## src/rtl/adc_uart_tx.sv

```systemverilog
// rtl/adc_uart_tx.sv - ADC UART link transmitter: four 3-byte packets per burst, odd parity
// Serialises latched channel words as header/high/low bytes with a registered, glitch-free line.
module adc_uart_tx #(
   parameter int         CLKS_PER_BIT = 8,
   parameter logic [7:0] HEADER_BASE  = 8'h90,
   parameter int         STOP_BITS    = 2
) (
   input  logic        clk,
   input  logic        rst,
   input  logic        start_tx,
   input  logic [15:0] din0,
   input  logic [15:0] din1,
   input  logic [15:0] din2,
   input  logic [15:0] din3,
   input  logic        inject_parity_err,
   output logic        dout,
   output logic        busy,
   output logic        done,
   output logic [15:0] counter_bursts_sent
);

   typedef enum logic [2:0] {IDLE, START, DATA, PARITY, STOP, DONE} state_t;

   localparam logic [7:0] T_LAST    = 8'(CLKS_PER_BIT - 1);
   localparam logic [2:0] S_LAST    = 3'(STOP_BITS - 1);
   localparam logic [3:0] BYTE_LAST = 4'd11;

   state_t      state, state_next;
   logic [7:0]  timer, timer_next;
   logic [2:0]  bit_idx, bit_idx_next;
   logic [3:0]  byte_idx, byte_idx_next;
   logic [15:0] word0, word1, word2, word3;
   logic        inj;
   logic [7:0]  cur_byte;
   logic        bit_end;
   logic        dout_next, busy_next, done_next;

   assign bit_end = (timer == T_LAST);

   always_ff @(posedge clk) begin
      if (rst) state <= IDLE;
      else     state <= state_next;
   end

   always_comb begin
      state_next = state;
      case (state)
         IDLE:    if (start_tx) state_next = START;
         START:   if (bit_end) state_next = DATA;
         DATA:    if (bit_end && bit_idx == 3'd7) state_next = PARITY;
         PARITY:  if (bit_end) state_next = STOP;
         STOP:    if (bit_end && bit_idx == S_LAST)
                     state_next = (byte_idx < BYTE_LAST) ? START : DONE;
         DONE:    state_next = IDLE;
         default: state_next = IDLE;
      endcase
   end

   // bit_idx doubles as the stop-bit counter; it restarts on every state change
   always_comb begin
      timer_next    = (state == IDLE || state == DONE || bit_end) ? 8'd0 : timer + 8'd1;
      bit_idx_next  = bit_idx;
      byte_idx_next = byte_idx;
      if (state_next != state) bit_idx_next = 3'd0;
      else if (bit_end)        bit_idx_next = bit_idx + 3'd1;
      if (state == IDLE && start_tx)
         byte_idx_next = 4'd0;
      else if (state == STOP && state_next == START)
         byte_idx_next = byte_idx + 4'd1;
   end

   always_comb begin
      cur_byte = 8'hFF;
      case (byte_idx)
         4'd0:    cur_byte = HEADER_BASE;
         4'd1:    cur_byte = word0[15:8];
         4'd2:    cur_byte = word0[7:0];
         4'd3:    cur_byte = HEADER_BASE + 8'd1;
         4'd4:    cur_byte = word1[15:8];
         4'd5:    cur_byte = word1[7:0];
         4'd6:    cur_byte = HEADER_BASE + 8'd2;
         4'd7:    cur_byte = word2[15:8];
         4'd8:    cur_byte = word2[7:0];
         4'd9:    cur_byte = HEADER_BASE + 8'd3;
         4'd10:   cur_byte = word3[15:8];
         4'd11:   cur_byte = word3[7:0];
         default: cur_byte = 8'hFF;
      endcase
   end

   // Outputs are looked up from the next state so the flops present each bit on time
   always_comb begin
      dout_next = 1'b1;
      case (state_next)
         START:   dout_next = 1'b0;
         DATA:    dout_next = cur_byte[bit_idx_next];
         PARITY:  dout_next = (~^cur_byte) ^ inj;
         default: dout_next = 1'b1;
      endcase
      busy_next = (state_next != IDLE);
      done_next = (state_next == DONE);
   end

   always_ff @(posedge clk) begin
      if (rst) begin
         timer               <= 8'd0;
         bit_idx             <= 3'd0;
         byte_idx            <= 4'd0;
         word0               <= 16'd0;
         word1               <= 16'd0;
         word2               <= 16'd0;
         word3               <= 16'd0;
         inj                 <= 1'b0;
         dout                <= 1'b1;
         busy                <= 1'b0;
         done                <= 1'b0;
         counter_bursts_sent <= 16'd0;
      end else begin
         timer    <= timer_next;
         bit_idx  <= bit_idx_next;
         byte_idx <= byte_idx_next;
         if (state == IDLE && start_tx) begin
            word0 <= din0;
            word1 <= din1;
            word2 <= din2;
            word3 <= din3;
            inj   <= inject_parity_err;
         end
         dout <= dout_next;
         busy <= busy_next;
         done <= done_next;
         if (state == STOP && state_next == DONE)
            counter_bursts_sent <= counter_bursts_sent + 16'd1;
      end
   end

endmodule
```

## config.mk

```make
export PLATFORM = sky130hd
export DESIGN_NAME = adc_uart_tx
export DESIGN_NICKNAME = d
export VERILOG_FILES = /design/src/rtl/adc_uart_tx.sv
export SDC_FILE = /design/constraint.sdc
export NUM_CORES = 1
export LEC_CHECK = 0
export CAP_MARGIN = 20
export CORE_MARGIN = 1.5
export CORE_UTILIZATION = 50
export DETAILED_ROUTE_END_ITERATION = 8
export GPL_TIMING_DRIVEN = 0
export PLACE_DENSITY = 0.77
export SYNTH_ARGS = -nofsm -noshare
export SYNTH_HDL_FRONTEND = slang
export SYNTH_SLANG_ARGS = --single-unit
```

## constraint.sdc

```tcl
create_clock -name clk -period 3.49 [get_ports clk]
set_clock_uncertainty 0.1 [all_clocks]
set_input_delay 1.047 -clock clk [delete_from_list [all_inputs] [get_ports clk]]
set_output_delay 1.047 -clock clk [all_outputs]
set_load 0.005 [all_outputs]
```

==> results of run 1 <==
-- cell usage in the layout (no fill, tap or decap), types with 3 or more instances in the layout --
cell,n
a21oi_1,82
ha_1,9
a222oi_1,4
inv_1,11
buf_1,7
or3_1,4
mux2i_1,4
nor2b_1,7
xor2_1,14
clkbuf_1,28
a21o_1,5
nor3_1,14
o21ai_0,3
a311oi_1,6
dfxtp_1,102
buf_2,6
clkbuf_8,10
xnor2_1,15
a22oi_1,11
a221oi_1,4
a211oi_1,4
nor2_1,33
nand2_1,146
nand2b_1,5
nand4_1,7
clkdlybuf4s50_1,86
and3_1,5
nand3_1,12
-- per-layer routing --
layer  vias to the layer above  wire length (um)  global-route usage, %
met1                      2142              5572                  32.63
met2                       149              6230                  43.66
met3                        26               657                  4.993
met4                         0               255                  8.992
met5                         -                 0                      0
li1                       2245                 -                      -
-- cell families after synthesis --
logic type	after synthesis	share of synthesized area (%)
buffers and inverters	54	4.649
adder cells (fa/ha/maj)	9	2.364
XOR/XNOR	31	6.147
flip-flops	102	42.87
AND/OR/NAND/NOR	252	24.14
AO/OA/AOI/OAI	140	18.76
multiplexers	5	1.077
-- per-stage QoR --
step | utilization, % | area (um^2) | hold slack, ns | setup WS (ns) | cells
5_1_grt | 65.00 | 6006 | 0.3739 | 0.03688 | 823
6_report | 65.00 | 6006 | 0.3560 | 0.3330 | 823
3_3_place_gp | 62.61 | 5786 | 0.3251 | 0.01875 | 808
2_1_floorplan | - | 4763 | 0.3132 | 0.7957 | 593
4_1_cts | 65.00 | 6006 | 0.3607 | 0.3926 | 823
3_5_place_dp | 62.61 | 5786 | 0.3452 | 0.02281 | 808
-- sequential cells by signal, indices dropped and copies added (netlist names), 3 cells and up --
signal               flops
timer                    8
word1                   16
word0                   16
bit_idx                  3
counter_bursts_sent     16
word3                   16
state                    3
byte_idx                 4
word2                   16
-- worst max-delay path, stage by stage (launching register included) --
cell	delay, ns
dfxtp_1	0.38
ha_1	0.24
buf_2	0.20
buf_2	0.22
o21ai_2	0.38
nand4_1	0.18
a21oi_1	0.35
nor2_1	0.14
a2111oi_0	0.56
nor4_1	0.14
a211oi_2	0.19
-- area by class of cell --
| type | instances | share of cell area (%) |
|---|---|---|
| multi-input combinational | 437 | 41.63 |
| sequential | 102 | 34.00 |
| timing repair buffer | 86 | 14.33 |
| buffer | 43 | 3.000 |
| tap | 129 | 2.688 |
| clock buffer | 10 | 2.292 |
| clock inverter | 5 | 1.375 |
| inverter | 11 | 0.6875 |
-- report_power, final --
part	total [W]	switching, W	internal [W]
logic	0.000225	0.000110	0.000115
registers	0.00124	0.0000280	0.00121
clock network	0.000835	0.000413	0.000422
total	0.00230	0.000551	0.00175
-- worst max-delay path by stage --
stage                     endpoint  cells past startpoint
after floorplan               dout                     10
after global placement    word0[2]                      7
after detailed placement  word0[2]                      7
after CTS                 word0[2]                      7
after global routing          dout                     10
final                         dout                     10
==> summary.json, run 1 <==
{
  "cts_tree": {"value": "built"},
  "fp.dieArea": {"value": 0.01012, "unit": "mm^2"},
  "routabilityCongestion": {"value": 0.9370},
  "worstHoldStart": {"value": "timer[0]"},
  "timing.hold.worst.class": {"value": "reg2reg"},
  "cp.arrival": {"value": 3.36, "unit": "ns"},
  "final_layout_size_suffix_gt1_share": {"value": 5.187, "unit": "%"},
  "routed-via-count": {"value": 4562},
  "die_height": {"value": 100.6, "unit": "um"},
  "core_area": {"value": 0.009240, "unit": "mm^2"},
  "viasPerCell": {"value": 5.543},
  "worst_setup_path_start_kind": {"value": "register"},
  "synth_async_sr_flop_share": {"value": 0, "unit": "%"},
  "fmaxAchievable": {"value": 316.8, "unit": "MHz"},
  "synth.area.top_cells": {"value": "dfxtp_1, nand2_1, a21oi_1"},
  "synth_area": {"value": 0.004763, "unit": "mm^2"},
  "ys.flop_type": {"value": "dfxtp_1"},
  "yosys.cell_types.count": {"value": 63},
  "design.portCount": {"value": 87},
  "grt_usage": {"value": 25.74, "unit": "%"},
  "max-clock-path-buffers": {"value": 2},
  "cts_root_buf": {"value": "clkbuf_8"},
  "antenna_violations_before_repair": {"value": 0},
  "report.final.setup_viol": {"value": 0},
  "reg2reg_from": {"value": "byte_idx[0]"},
  "reg2reg_to": {"value": "dout"},
  "totalNegativeSetupSlack": {"value": 0, "unit": "ns"},
  "critPathKind": {"value": "reg2reg"},
  "worst_slew_margin_rel": {"value": 51.20, "unit": "%"},
  "grt_pass1_vias": {"value": 4364},
  "cts-resized-gates": {"value": 0},
  "synth_edf_count": {"value": 0},
  "holdPathEnd": {"value": "timer[0]"},
  "power.density": {"value": 382.7, "unit": "mW/mm^2"},
  "synth.most_common_cell": {"value": "nand2_1"},
  "final-hold-violation-count": {"value": 0},
  "place_hpwl": {"value": 9.416, "unit": "mm"},
  "cts.reportedPaths.clkPinSlew": {"value": 0.10, "unit": "ns"},
  "synth_top_cells_by_count": {"value": "nand2_1, dfxtp_1, a21oi_1"},
  "ir_drop": {"value": 196.5, "unit": "uV"},
  "reg2reg_slack": {"value": 0.33, "unit": "ns"},
  "place.port_buffers": {"value": 86},
  "rsz0062_at_grt": {"value": "false"},
  "multi_input_gate_area": {"value": 0.002500, "unit": "mm^2"},
  "dr.pass1.iters": {"value": 5},
  "worst_skew_pair.late_latency": {"value": 0.38, "unit": "ns"},
  "post_synthesis_to_final_layout_area_growth": {"value": 26.08, "unit": "%"},
  "ys_seq_area_share": {"value": 42.87, "unit": "%"},
  "area.sequential": {"value": 0.002042, "unit": "mm^2"},
  "timing_worst_slew_pin_value": {"value": 0.7260, "unit": "ns"},
  "synthDominantAreaCellType": {"value": "dfxtp_1"},
  "crit_start": {"value": "byte_idx[0]"},
  "die-width": {"value": 100.6, "unit": "um"},
  "r2r_cells": {"value": 10},
  "wire_per_inst": {"value": 15.45, "unit": "um"},
  "synthesis.area_per_instance": {"value": 8.033, "unit": "um^2"},
  "num-fill-cells": {"value": 826},
  "drtAntennaViolNets": {"value": 0},
  "worstPathRequired": {"value": 3.69, "unit": "ns"},
  "timing.max_cap.violations": {"value": 0},
  "power.static_leakage": {"value": 2.142, "unit": "nW"},
  "final_max_slew_viol_count": {"value": 0},
  "hold-path-cell-count": {"value": 1},
  "outcome": {"value": "completed"},
  "number_of_nets_in_the_final_layout": {"value": 767},
  "area_share_of_the_largest_cell_type_after_synthesis": {"value": 42.87, "unit": "%"},
  "crit_path_end_kind": {"value": "register"},
  "p_total": {"value": 0.002298, "unit": "W"},
  "gr-total-overflow": {"value": 0},
  "postCtsSetupRepairBufs": {"value": 0},
  "initialDrtViolationCount": {"value": 262},
  "yosys_warnings": {"value": 0},
  "cts_inserted_buffers": {"value": 9},
  "syn_nets": {"value": 670},
  "cts.hold.buffers_added": {"value": 0},
  "cts.sinks": {"value": 102},
  "insertedDiodeCount": {"value": 0},
  "synth_cells": {"value": 593},
  "route.detailed.drc": {"value": 0},
  "placementRows": {"value": 35},
  "crit_path_max_fanout": {"value": 10},
  "detail_route.wirelength": {"value": 12.72, "unit": "mm"},
  "starting_density_of_the_core": {"value": 51.55, "unit": "%"},
  "register_bit_count_reported_by_yosys": {"value": 102},
  "ctsHtreeMaxLevel": {"value": 3},
  "finalWorstPathRequiredPeriod": {"value": 3.157, "unit": "ns"},
  "finalCritPeriodShare": {"value": 90.46, "unit": "%"},
  "grt_max_degree": {"value": 17},
  "grt_first_pass_wirelength": {"value": 20.58, "unit": "mm"}
}
Note: power is estimated with default switching activity, not from simulation.
==> run 2, diff against run 1 <==
Settings changed: SLEW_MARGIN from default to 5.
==> results of run 2 <==
Same layout as run 1: the final DEF is identical, and so are final timing and power.
